==> src/rtl/c5_mem_port_if.sv <==
// Core-side load/store bus and block-RAM port of c5_mem_port, bundled as one interface.
// slave: the memory port itself. master: the core together with the RAM it fronts.
interface c5_mem_port_if;
    logic        I_req;
    logic        I_wr;
    logic [1:0]  I_size;
    logic        I_unsigned;
    logic [31:0] I_adr;
    logic [31:0] I_wdat;
    logic        O_ack;
    logic        O_err;
    logic [31:0] O_rdat;
    logic        O_busy;
    logic        O_ram_stb;
    logic [3:0]  O_ram_we;
    logic [31:0] O_ram_adr;
    logic [31:0] O_ram_dat;
    logic [31:0] I_ram_dat;

    modport slave (
        input  I_req, I_wr, I_size, I_unsigned, I_adr, I_wdat, I_ram_dat,
        output O_ack, O_err, O_rdat, O_busy, O_ram_stb, O_ram_we, O_ram_adr, O_ram_dat
    );

    modport master (
        output I_req, I_wr, I_size, I_unsigned, I_adr, I_wdat, I_ram_dat,
        input  O_ack, O_err, O_rdat, O_busy, O_ram_stb, O_ram_we, O_ram_adr, O_ram_dat
    );
endinterface

==> src/rtl/c5_mem_port.sv <==
// C5 load/store front-end onto a byte-enable block RAM with one-cycle registered read.
// Define C5_MISALIGN_TRAP_EN to reject misaligned half/word accesses instead of masking the low address bits.
module c5_mem_port #(
    parameter int RAM_BYTES = 32768
) (
    input  logic          I_clk,
    input  logic          I_rstn,
    c5_mem_port_if.slave  bus
);

    localparam logic [1:0] ST_IDLE   = 2'd0;
    localparam logic [1:0] ST_ACCESS = 2'd1;
    localparam logic [1:0] ST_RDATA  = 2'd2;

    logic [1:0]  state_reg;
    logic        wr_reg;
    logic        unsigned_reg;
    logic [1:0]  size_reg;
    logic [1:0]  lane_reg;
    logic        ack_reg;
    logic        err_reg;
    logic        busy_reg;
    logic        stb_reg;
    logic [3:0]  we_reg;
    logic [31:0] rdat_reg;
    logic [31:0] ram_adr_reg;
    logic [31:0] ram_dat_reg;

    logic        misalign;
    logic        req_err;
    logic        accept;
    logic [3:0]  lane_hit;
    logic [3:0]  we_next;
    logic [31:0] dat_next;
    logic [7:0]  rd_byte;
    logic [15:0] rd_half;
    logic [31:0] rdat_next;

`ifdef C5_MISALIGN_TRAP_EN
    assign misalign = ((bus.I_size == 2'b01) && bus.I_adr[0]) ||
                      ((bus.I_size == 2'b10) && (bus.I_adr[1:0] != 2'b00));
`else
    assign misalign = 1'b0;
`endif

    assign req_err = (bus.I_size == 2'b11) || (bus.I_adr >= 32'(RAM_BYTES)) || misalign;
    // The ack cycle doubles as bus turnaround, so a still-asserted request is not re-taken then.
    assign accept  = (state_reg == ST_IDLE) && bus.I_req && !ack_reg;

    genvar gi;
    generate
        for (gi = 0; gi < 4; gi++) begin : g_lane
            localparam logic [1:0] LANE = 2'(gi);
            assign lane_hit[gi] = (bus.I_size == 2'b10) ||
                                  ((bus.I_size == 2'b01) && (bus.I_adr[1] == LANE[1])) ||
                                  ((bus.I_size == 2'b00) && (bus.I_adr[1:0] == LANE));
            assign we_next[gi]  = bus.I_wr && lane_hit[gi];
            assign dat_next[8*gi +: 8] = (bus.I_size == 2'b00) ? bus.I_wdat[7:0] :
                                         (bus.I_size == 2'b01) ? bus.I_wdat[8*(gi%2) +: 8] :
                                                                 bus.I_wdat[8*gi +: 8];
        end
    endgenerate

    always_comb begin
        rd_byte   = bus.I_ram_dat[{lane_reg, 3'b000} +: 8];
        rd_half   = lane_reg[1] ? bus.I_ram_dat[31:16] : bus.I_ram_dat[15:0];
        rdat_next = bus.I_ram_dat;
        case (size_reg)
            2'b00:   rdat_next = {{24{~unsigned_reg & rd_byte[7]}}, rd_byte};
            2'b01:   rdat_next = {{16{~unsigned_reg & rd_half[15]}}, rd_half};
            default: rdat_next = bus.I_ram_dat;
        endcase
    end

    always_ff @(posedge I_clk) begin
        if (!I_rstn) begin
            state_reg    <= ST_IDLE;
            wr_reg       <= 1'b0;
            unsigned_reg <= 1'b0;
            size_reg     <= 2'b00;
            lane_reg     <= 2'b00;
            ack_reg      <= 1'b0;
            err_reg      <= 1'b0;
            busy_reg     <= 1'b0;
            stb_reg      <= 1'b0;
            we_reg       <= 4'b0000;
            rdat_reg     <= 32'd0;
            ram_adr_reg  <= 32'd0;
            ram_dat_reg  <= 32'd0;
        end else begin
            ack_reg <= 1'b0;
            err_reg <= 1'b0;
            case (state_reg)
                ST_IDLE: begin
                    if (accept) begin
                        if (req_err) begin
                            ack_reg <= 1'b1;
                            err_reg <= 1'b1;
                        end else begin
                            state_reg    <= ST_ACCESS;
                            busy_reg     <= 1'b1;
                            stb_reg      <= 1'b1;
                            we_reg       <= we_next;
                            ram_adr_reg  <= {bus.I_adr[31:2], 2'b00};
                            ram_dat_reg  <= dat_next;
                            wr_reg       <= bus.I_wr;
                            size_reg     <= bus.I_size;
                            unsigned_reg <= bus.I_unsigned;
                            lane_reg     <= bus.I_adr[1:0];
                        end
                    end
                end
                ST_ACCESS: begin
                    stb_reg <= 1'b0;
                    we_reg  <= 4'b0000;
                    if (wr_reg) begin
                        state_reg <= ST_IDLE;
                        busy_reg  <= 1'b0;
                        ack_reg   <= 1'b1;
                    end else begin
                        state_reg <= ST_RDATA;
                    end
                end
                ST_RDATA: begin
                    rdat_reg  <= rdat_next;
                    ack_reg   <= 1'b1;
                    state_reg <= ST_IDLE;
                    busy_reg  <= 1'b0;
                end
                default: begin
                    state_reg <= ST_IDLE;
                    busy_reg  <= 1'b0;
                    stb_reg   <= 1'b0;
                    we_reg    <= 4'b0000;
                end
            endcase
        end
    end

    assign bus.O_ack     = ack_reg;
    assign bus.O_err     = err_reg;
    assign bus.O_rdat    = rdat_reg;
    assign bus.O_busy    = busy_reg;
    assign bus.O_ram_stb = stb_reg;
    assign bus.O_ram_we  = we_reg;
    assign bus.O_ram_adr = ram_adr_reg;
    assign bus.O_ram_dat = ram_dat_reg;

endmodule

==> src/flat_wrapper.sv <==
// flat-port wrapper written by rule: the top's interface ports become plain ports
module c5_mem_port_flat 
#(
    parameter int RAM_BYTES = 32768
)
  (I_clk, I_rstn, bus_I_req, bus_I_wr, bus_I_size, bus_I_unsigned, bus_I_adr, bus_I_wdat, bus_I_ram_dat, bus_O_ack, bus_O_err, bus_O_rdat, bus_O_busy, bus_O_ram_stb, bus_O_ram_we, bus_O_ram_adr, bus_O_ram_dat);
  c5_mem_port_if bus_i ();
  input  logic I_clk;
  input  logic I_rstn;
  input wire logic [$bits(bus_i.I_req)-1:0] bus_I_req;
  input wire logic [$bits(bus_i.I_wr)-1:0] bus_I_wr;
  input wire logic [$bits(bus_i.I_size)-1:0] bus_I_size;
  input wire logic [$bits(bus_i.I_unsigned)-1:0] bus_I_unsigned;
  input wire logic [$bits(bus_i.I_adr)-1:0] bus_I_adr;
  input wire logic [$bits(bus_i.I_wdat)-1:0] bus_I_wdat;
  input wire logic [$bits(bus_i.I_ram_dat)-1:0] bus_I_ram_dat;
  output wire logic [$bits(bus_i.O_ack)-1:0] bus_O_ack;
  output wire logic [$bits(bus_i.O_err)-1:0] bus_O_err;
  output wire logic [$bits(bus_i.O_rdat)-1:0] bus_O_rdat;
  output wire logic [$bits(bus_i.O_busy)-1:0] bus_O_busy;
  output wire logic [$bits(bus_i.O_ram_stb)-1:0] bus_O_ram_stb;
  output wire logic [$bits(bus_i.O_ram_we)-1:0] bus_O_ram_we;
  output wire logic [$bits(bus_i.O_ram_adr)-1:0] bus_O_ram_adr;
  output wire logic [$bits(bus_i.O_ram_dat)-1:0] bus_O_ram_dat;
  assign bus_i.I_req = bus_I_req;
  assign bus_i.I_wr = bus_I_wr;
  assign bus_i.I_size = bus_I_size;
  assign bus_i.I_unsigned = bus_I_unsigned;
  assign bus_i.I_adr = bus_I_adr;
  assign bus_i.I_wdat = bus_I_wdat;
  assign bus_i.I_ram_dat = bus_I_ram_dat;
  assign bus_O_ack = bus_i.O_ack;
  assign bus_O_err = bus_i.O_err;
  assign bus_O_rdat = bus_i.O_rdat;
  assign bus_O_busy = bus_i.O_busy;
  assign bus_O_ram_stb = bus_i.O_ram_stb;
  assign bus_O_ram_we = bus_i.O_ram_we;
  assign bus_O_ram_adr = bus_i.O_ram_adr;
  assign bus_O_ram_dat = bus_i.O_ram_dat;
  c5_mem_port #(.RAM_BYTES(RAM_BYTES)) u_core (.I_clk(I_clk), .I_rstn(I_rstn), .bus(bus_i));
endmodule
==> config.mk <==
export PLATFORM = sky130hd
export DESIGN_NAME = c5_mem_port_flat
export DESIGN_NICKNAME = d
export VERILOG_FILES = /design/src/rtl/c5_mem_port_if.sv /design/src/rtl/c5_mem_port.sv /design/src/flat_wrapper.sv
export SDC_FILE = /design/constraint.sdc
export NUM_CORES = 1
export LEC_CHECK = 0
export ABC_AREA = 1
export CORE_MARGIN = 3
export CORE_UTILIZATION = 42
export CTS_CLUSTER_DIAMETER = 40
export CTS_CLUSTER_SIZE = 12
export DETAILED_ROUTE_END_ITERATION = 10
export PLACE_DENSITY = 0.84
export SYNTH_ARGS = -nofsm -noshare
export SYNTH_HDL_FRONTEND = slang
export SYNTH_SLANG_ARGS = --single-unit
==> constraint.sdc <==
create_clock -name I_clk -period 1.6 [get_ports I_clk]
set_clock_uncertainty 0.1 [all_clocks]
set_input_delay 0.32 -clock I_clk [delete_from_list [all_inputs] [get_ports I_clk]]
set_output_delay 0.32 -clock I_clk [all_outputs]
set_load 0.01 [all_outputs]
==> results of run 1 <==
cell families (layout without fill, tap and decap cells):
group | Yosys count | count (layout)
buffers and inverters | 102 | 329
AND/OR/NAND/NOR | 256 | 256
other | 1 | 2
AO/OA/AOI/OAI | 191 | 191
flip-flops | 110 | 110
layout make-up:
| cell class | instances | share of cell area |
|---|---|---|
| clock buffer | 10 | 0.0311 |
| tap | 140 | 0.0228 |
| inverter | 59 | 0.0325 |
| timing repair buffer | 254 | 0.333 |
| clock inverter | 5 | 0.00585 |
| multi-input combinational | 449 | 0.286 |
| sequential | 110 | 0.287 |
| timing repair inverter | 1 | 0.00146 |
worst paths after layout:
check | end | slack (ns) | cells after the start
min | u_core.bus.O_ram_we[0]$_SDFFE_PN0P_ | 0.31 | 3
max | u_core.bus.O_ram_dat[7]$_SDFFE_PN0P_ | 0.02 | 11
min reg2reg | u_core.bus.O_ram_adr[25]$_SDFFE_PN0P_ | 0.35 | 2
max reg2reg | u_core.bus.O_ram_dat[7]$_SDFFE_PN0P_ | 0.04 | 10
synthesized netlist by cell type:
master     instances
nand2_4            1
o2111ai_1          7
a22oi_1            1
buf_2              7
o21ai_0           76
nor2_1           101
nor2_2             1
o21a_4             1
o31ai_1            2
nand2_2            1
a21oi_1           78
clkbuf_1          25
a41oi_1            1
a21boi_0           7
nand4_4            1
conb_1             1
a21oi_2            3
inv_2              5
buf_4              8
dfxtp_1          110
or2_2              1
nor4_1             1
nand3_1           26
clkinv_2           1
inv_1             52
a31o_2             1
nand2_1          123
o211ai_1          14
clkinv_1           1
buf_6              3
layer usage:
layer  part of all wire  track usage  up-vias
met3              0.072       0.0480       39
met5                  0            0        -
met4              0.034        0.102        0
li1                   -            -     2614
met2               0.48        0.371      200
met1               0.42        0.299     2333
per-stage QoR:
stage	worst slack (ns)	setup TNS [ns]
detailed placement	-0.526	-37.55
floorplan	0.177	0
global route	-0.0318	-0.268
finish	0.0212	0
global placement	-0.405	-32.13
CTS	-0.0165	-0.131
worst max-delay path: cells and delay by family:
kind,cells,cell delay (ns)
buffers and inverters,6,1.04
and+or+nand+nor,5,0.34
power by group:
group	internal [mW]	leakage (nW)	switching (mW)
sequential	2.74	0.887	0.000972
clock	1.11	0.137	1.05
combinational	0.320	2.93	0.257
total	4.17	3.95	1.31
what timing repair did:
item	CTS	global route
endpoints found under the setup margin	158	98
endpoints found under the hold margin	0	0
gates resized for setup	110	99
pin swaps	6	23
hold buffers	0	0
setup buffers	2	3
gates cloned	1	9
==> results.json, run 1 <==
{
  "outcome": "complete, no violations",
  "via_per_inst": 5.04,
  "initialDrtViolationCount": 346,
  "p_leak_nw": 3.95,
  "postLayoutCoreUtil": 0.704,
  "startpoint": "bus_I_adr[31]",
  "yosysWarnings": 0,
  "dp_cells": 1000,
  "dpl.hpwl_um": 10900,
  "wl_per_cell_um": 15.6,
  "grt_max_degree": 94,
  "die_h_um": 112,
  "cts.path.max_buffers": 2,
  "port-buffer-count": 204,
  "synth_top_cell_by_area": "dfxtp_1",
  "crit_chain": "clkdlybuf4s50_1 > inv_1 > nand2_1 > nor2_4 > nand4_4 > buf_12 > clkinv_16 > clkbuf_16 > buf_6 > nor2_4 > nor2_1",
  "critical_path_class": "in2reg",
  "grt.total_usage": 0.231,
  "cp_slowest_cell": "clkdlybuf4s50_1",
  "grt_pass1_vias": 4679,
  "multiInputGateArea_um2": 2200,
  "fin_nets": 987,
  "reg2reg_from": "u_core.state_reg[0]$_SDFFE_PN0P_",
  "drtAntennaViolNets": 0,
  "fmax_mhz": 633,
  "ir_drop_uv": 465,
  "grt_pass1_wl_um": 23700,
  "wl_um": 16100,
  "whs_ns": 0.306,
  "synth_top_family_by_area": "compound AO/OA/AOI/OAI gates",
  "cp-end-kind": "flip-flop",
  "synthCells": 660,
  "seq_area_frac_synth": 0.464,
  "synth_xor_area_frac": 0,
  "power_mw": 5.48,
  "ios": 207,
  "gp_congestion": 0.915,
  "core_um2": 10900,
  "setup_viol": 0,
  "regArea_um2": 2200,
  "overflow": 0,
  "first_pass_iters": 5,
  "antenna_found_initial": 0,
  "pwr_density_cell_nw_per_um2": 712,
  "layout_commonest_cell": "nand2_1",
  "fin_crit_sh": 0.987,
  "initial_core_util": 0.434,
  "nFillCells": 881,
  "die_area_um2": 12600,
  "antenna_cells": 0,
  "mostFrequentLayoutCells": "123 x nand2_1, 108 x dfxtp_1, 103 x dlygate4sd2_1",
  "cts_tree": "done",
  "min_period_ns": 1.58,
  "drive_gt1_frac": 0.122,
  "syn_area_um2": 4750,
  "ys_top_cells_by_area": "dfxtp_1 46%, nand2_1 9.7%, a21oi_1 8.2%",
  "final_cells": 1028,
  "clock_latency_ns": 0.34,
  "fin_area_um2": 7690,
  "yosysTopAreaCellShare": 0.464,
  "crit_path_max_incr_delay_ns": 0.46,
  "area_growth_pct": 62.0,
  "cts-root-buf": "clkbuf_16",
  "ys_types": 30,
  "cts_buffers": 9,
  "hold_path_startpoint": "I_rstn",
  "slew_violations": 0,
  "drc": 0,
  "htreeDepth": 3,
  "clkSlewWorstSetupHoldPaths_ns": 0.08,
  "finalHoldViolCount": 0,
  "critPathArrivalTime_ns": 1.72,
  "cts.sinks": 110,
  "synthAdderAreaFrac": 0,
  "vias": 5186,
  "die_w_um": 112,
  "syn_avg_cell_area_um2": 7.20,
  "worst-path-max-fanout": 7,
  "path_common_cell": "nor2_4",
  "crit_required_ns": 1.74,
  "cap_violations": 0,
  "synth-seq-cells": 110,
  "hp-class": "in2reg",
  "startpoint_type": "input port",
  "rows": 38,
  "placed_area_um2": 7110,
  "synthMuxAreaShare": 0,
  "synth_compound_area_frac": 0.225,
  "synth-simple-area-share": 0.216
}
No activity file was read; power rests on OpenSTA's default activity.
==> inputs of run 2 (changes only) <==
--- a/config.mk
+++ b/config.mk
@@ -6,7 +6,7 @@
 export NUM_CORES = 1
 export LEC_CHECK = 0
 export ABC_AREA = 1
-export CORE_MARGIN = 3
+export CORE_MARGIN = 4
 export CORE_UTILIZATION = 42
 export CTS_CLUSTER_DIAMETER = 40
 export CTS_CLUSTER_SIZE = 12
==> run 2 against run 1 <==
Largest cell class unchanged. First-iteration DRC count is 11% lower. Critical path depth is 1 lower. Sequential power hardly changed. Clock power hardly changed. Worst setup slack worse by 0.018 ns. Via count is 3.3% higher. Flip-flop and latch count stayed put. Count of clock-buffer cells in the layout stayed put. Sequential share of layout area hardly changed.
==> results.json, run 2 (synthesis gave the netlist of run 1 again) <==
{
  "outcome": "complete, no violations",
  "ir_drop_uv": 489,
  "antenna_cells": 0,
  "die_area_um2": 13100,
  "hp-class": "in2reg",
  "overflow": 0,
  "wl_per_cell_um": 16.4,
  "min_period_ns": 1.60,
  "critPathArrivalTime_ns": 1.77,
  "p_leak_nw": 3.86,
  "grt_pass1_wl_um": 25800,
  "startpoint_type": "input port",
  "grt.total_usage": 0.245,
  "drtAntennaViolNets": 0,
  "wl_um": 17000,
  "dp_cells": 1005,
  "dp_slack_ns": -0.517,
  "area_growth_pct": 61.9,
  "cts-root-buf": "clkbuf_16",
  "worst-path-max-fanout": 7,
  "setup_viol": 0,
  "critical_path_class": "in2reg",
  "htreeDepth": 3,
  "fmax_mhz": 626,
  "cts_buffers": 9,
  "via_per_inst": 5.16,
  "drive_gt1_frac": 0.137,
  "port-buffer-count": 204,
  "pwr_density_cell_nw_per_um2": 709,
  "fin_ws_ns": 0.00276,
  "fin_nets": 996,
  "first_pass_iters": 5,
  "cap_violations": 0,
  "ios": 207,
  "fin_setup_tns_ns": 0,
  "layout_commonest_cell": "nand2_1",
  "grt-busiest-layer": "met2",
  "rsz0062_at_grt": "true",
  "reg2reg_to": "u_core.bus.O_ram_adr[9]$_SDFFE_PN0P_",
  "dpl.hpwl_um": 11500,
  "cts.sinks": 110,
  "initialDrtViolationCount": 308,
  "die_h_um": 114,
  "cts_tree": "done",
  "r2r_cells": 9,
  "slew_violations": 0,
  "startpoint": "bus_I_adr[15]",
  "grt_max_degree": 88,
  "clkSlewWorstSetupHoldPaths_ns": 0.07,
  "grt_use_met1": 0.316,
  "crit_required_ns": 1.77,
  "rows": 38,
  "gp_congestion": 0.917,
  "antenna_found_initial": 0,
  "final_cells": 1037,
  "core_um2": 10900,
  "initial_core_util": 0.434,
  "grt_pass1_vias": 5083,
  "grt.met3_usage": 0.0523,
  "hold_buffers": 0,
  "fin_crit_sh": 0.998,
  "die_w_um": 114,
  "power_mw": 5.46,
  "finalHoldViolCount": 0,
  "vias": 5355,
  "cts.path.max_buffers": 2,
  "met2_usage": 0.396,
  "cp-end-kind": "flip-flop",
  "clock_latency_ns": 0.33,
  "crit_end": "u_core.bus.O_ram_adr[9]$_SDFFE_PN0P_",
  "mostFrequentLayoutCells": "122 x nand2_1, 118 x dlygate4sd2_1, 107 x dfxtp_1",
  "drc": 0,
  "reg2reg_from": "u_core.state_reg[0]$_SDFFE_PN0P_",
  "r2r_slack_ns": 0.06
}
[run 2: changes by cell type in the layout (fill, tap and decap cells not counted), moves of 3 or more]
cell	delta
clkbuf_16	-3
dlymetal6s2s_1	-17
nor2_1	-8
o21ai_0	+30
clkdlybuf4s15_1	+4
buf_16	+4
dlygate4sd2_1	+15
nor2_2	+10
o21ai_1	-29
buf_4	+8
[run 2: metal layers]
metal	routed length [µm]	part of all wire	vias to the layer above
met3	1200	0.071	47
met1	6980	0.41	2439
met2	8130	0.48	237
met4	704	0.041	0
li1	-	-	2632
met5	0	0	-
[run 2: what timing repair did]
item                       in CTS  in global routing
gates resized for setup       141                 50
setup endpoints to repair     174                 99
pin swaps                       9                 25
gates cloned                    5                  5
buffers inserted                7                  2
[run 2: area by class of cell]
class	instances	area (µm²)
Sequential cell	110	2210
Multi-Input combinational cell	450	2210
Clock buffer	10	239
Fill cell	905	3240
Inverter	59	226
Tap cell	140	175
Clock inverter	5	43.8
Timing Repair Buffer	263	2590
[run 2: how the worst min path moves through the flow]
stage	start	to	slack, ns	cells after the start
after floorplan	u_core.wr_reg$_SDFFE_PN0P_	u_core.state_reg[1]$_SDFFE_PN0P_	0.32	1
after global placement	u_core.bus.O_ram_adr[29]$_SDFFE_PN0P_	u_core.bus.O_ram_adr[29]$_SDFFE_PN0P_	0.34	2
after detailed placement	u_core.bus.O_ram_adr[25]$_SDFFE_PN0P_	u_core.bus.O_ram_adr[25]$_SDFFE_PN0P_	0.34	2
after CTS	I_rstn	u_core.bus.O_ram_we[2]$_SDFFE_PN0P_	0.29	3
after global routing	I_rstn	u_core.bus.O_ram_we[1]$_SDFFE_PN0P_	0.30	3
final	I_rstn	u_core.bus.O_ram_we[1]$_SDFFE_PN0P_	0.28	3
[run 2: worst max-delay path, stage by stage]
cell           delay, ns
dlygate4sd2_1       0.24
nor2_2              0.12
nand2_1             0.08
nor2_2              0.21
nand4_4             0.21
clkinv_4            0.17
buf_6               0.15
clkbuf_16           0.15
nor2_1              0.04
nor2_1              0.08
[run 2: per-stage QoR]
step	util	hold WS [ns]	area (µm²)
final	0.704	0.282	7690
after global placement	0.652	0.340	7130
after detailed placement	0.652	0.342	7130
after floorplan	-	0.324	4750
after global routing	0.704	0.305	7690
after CTS	0.688	0.287	7520
[run 2: power breakdown]
| group | internal, mW | total [mW] | switching, mW |
|---|---|---|---|
| clock | 1.11 | 2.15 | 1.04 |
| combinational | 0.313 | 0.569 | 0.256 |
| sequential | 2.74 | 2.74 | 0.00114 |
| total | 4.16 | 5.46 | 1.30 |
==> inputs of run 3 (changes only) <==
--- a/config.mk
+++ b/config.mk
@@ -6,6 +6,7 @@
 export NUM_CORES = 1
 export LEC_CHECK = 0
 export ABC_AREA = 1
+export ABC_CLOCK_PERIOD_IN_PS = 1600
 export CORE_MARGIN = 4
 export CORE_UTILIZATION = 42
 export CTS_CLUSTER_DIAMETER = 40
==> results of run 3 <==
Final layout, timing and power as in run 2 (identical DEF).
==> RTL change (settings of run 2) <==
`RAM_BYTES` is set to 32768 in 2 places; all go to 24576.
--- a/src/rtl/c5_mem_port.sv
+++ b/src/rtl/c5_mem_port.sv
@@ -1,7 +1,7 @@
 // C5 load/store front-end onto a byte-enable block RAM with one-cycle registered read.
 // Define C5_MISALIGN_TRAP_EN to reject misaligned half/word accesses instead of masking the low address bits.
 module c5_mem_port #(
-    parameter int RAM_BYTES = 32768
+    parameter int RAM_BYTES = 24576
 ) (
     input  logic          I_clk,
     input  logic          I_rstn,
--- a/src/flat_wrapper.sv
+++ b/src/flat_wrapper.sv
@@ -1,7 +1,7 @@
 // flat-port wrapper written by rule: the top's interface ports become plain ports
 module c5_mem_port_flat 
 #(
-    parameter int RAM_BYTES = 32768
+    parameter int RAM_BYTES = 24576
 )
   (I_clk, I_rstn, bus_I_req, bus_I_wr, bus_I_size, bus_I_unsigned, bus_I_adr, bus_I_wdat, bus_I_ram_dat, bus_O_ack, bus_O_err, bus_O_rdat, bus_O_busy, bus_O_ram_stb, bus_O_ram_we, bus_O_ram_adr, bus_O_ram_dat);
   c5_mem_port_if bus_i ();
Behaviour: not the same (a bounded check fails within 4 cycles, from zero or initial values and one cycle with I_rstn low).
==> RTL change against run 2 <==
Sequential share of layout area shrank 0.28 points; area after synthesis grew 2.0%; routed wire length is 4.3% lower; design area up 0.94%; die area increased by 1.9%; critical path depth decreased by 1; first-iteration DRC count increased by 28%; clock power is 7% higher; sequential power barely moved; sequential cell count is the same; setup slack better by 59 ps; power is 3.4% higher.
==> RTL change: results (changes against run 2) <==
GR Layer Usage met3 = 0.04230 (was 0.05233)
Number of inserted filler cells in the final layout = 936 (was 905)
CP max stage cell = dfxtp_2 (was dlygate4sd2_1)
Sequential area share after synthesis = 0.4544 (was 0.4635)
Leading post-synthesis cells by cell area = dfxtp_1 45%, nand2_1 10%, nor2_1 7.8% (was dfxtp_1 46%, nand2_1 9.7%, a21oi_1 8.2%)
Crit path max fanout = 8 (was 7)
Multi-input logic portion of the cell area = 0.2906 (was 0.2875)
Nets = 1001 (was 996)
Top sig layer = met4 (unchanged)
Kind of cell adding the most delay to the critical path = buffers and inverters (was simple AND/OR/NAND/NOR gates)
Cts bufs inserted = 9 (unchanged)
GR Util met2 = 0.3654 (was 0.3962)
Weighted congestion at the end of routability-driven global placement = 0.8678 (was 0.9165)
Status = complete, no violations (unchanged)
Commonest cells in the synthesized netlist = 132 x nand2_1, 110 x dfxtp_1, 101 x nor2_1 (was 123 x nand2_1, 110 x dfxtp_1, 101 x nor2_1)
Final non-clock buffer share = 0.3341 (was 0.3368)
Area overhead of the layout relative to synthesis = 60.26% (was 61.94%)
Pin count of the biggest net entering global routing = 72 (was 88)
Gate count of the mapped netlist = 670 (was 660)
Leak Pwr = 4.033 nW (was 3.865 nW)
Signal inverters = 57 (was 59)
Share of the final layout cell area in sequential cells = 0.2839 (was 0.2867)
Iteration-0 DRC Markers = 395 (was 308)
Share of cells above drive strength 1 = 0.1285 (was 0.1371)
Global routing usage on met1 = 0.2808 (was 0.3158)
Overall via count from detail_route = 5361 (was 5355)
Detailed placer's ending HPWL = 11280 µm (was 11550 µm)
Count of clock buffers in the final design = 11 (was 10)
Repair and plain buffers = 260 (was 263)
Total met2 wirelength after detailed routing = 7828 µm (was 8131 µm)
Global-route wire length before repair = 23650 µm (was 25770 µm)
Worst VDD drop = 0.4587 mV (was 0.4886 mV)
Drt wl/cell = 15.62 µm (was 16.42 µm)
Data arrival at the endpoint of the critical path = 1720 ps (was 1770 ps)
Met1 routed wirelength after detailed routing = 6699 µm (was 6984 µm)
Metal3 WL = 1209 µm (was 1202 µm)
Via count of the first global-routing pass = 4947 (was 5083)
Clk cell area share = 0.03947 (was 0.03675)
Number of distinct library cell variants in the gate-level netlist after synthesis = 31 (was 30)
Largest incremental delay on the critical path = 350 ps (was 240 ps)
## RTL change: changes by cell type in the layout (fill, tap and decap cells not counted), sizes merged, moves of 3 or more
cell,change
clkbuf,+3
a21oi,-6
nor2,+3
dlygate4sd2,-17
clkdlybuf4s15,-4
buf,-5
nand2,+10
dlymetal6s2s,+23
o21ai,+3
## RTL change: per-stage QoR
| step | util | cell area [µm²] | setup WS, ps |
|---|---|---|---|
| final | 0.7010 | 7766 | 62.02 |
| after global routing | 0.7010 | 7766 | -23.12 |
| after CTS | 0.6699 | 7421 | 2.489 |
| after detailed placement | 0.6500 | 7201 | -486.8 |
| after global placement | 0.6500 | 7201 | -400.9 |
| after floorplan | - | 4850 | 148.8 |
## RTL change: worst paths after layout
path | startpoint | to | slack (ps)
worst max-delay path | u_core.state_reg[1]$_SDFFE_PN0P_ | u_core.bus.O_ram_dat[16]$_SDFFE_PN0P_ | 60
worst min-delay path | bus_I_adr[13] | u_core.bus.O_ram_adr[13]$_SDFFE_PN0P_ | 160
worst max register to register | u_core.state_reg[1]$_SDFFE_PN0P_ | u_core.bus.O_ram_dat[16]$_SDFFE_PN0P_ | 60
worst min register to register | u_core.bus.O_ram_adr[31]$_SDFFE_PN0P_ | u_core.bus.O_ram_adr[31]$_SDFFE_PN0P_ | 360
## RTL change: what timing repair did
action                     4_1_cts  5_1_grt
resized for setup              111       47
gates cloned                     0        8
buffers inserted                 1        4
pin swaps                        3       27
setup endpoints to repair      165       98
## RTL change: where the power goes
group / leakage (nW) / switching (mW) / internal (mW)
registers: 0.887 / 0.000806 / 2.74
clock network: 0.152 / 1.03 / 1.28
logic: 2.99 / 0.262 / 0.327
## RTL change: logic make-up after synthesis
family,Yosys count,share of synthesized area
compound gates,186,0.2202
simple gates,271,0.2257
other cells,1,0.0007739
buf+inv,102,0.09889
flops,110,0.4544
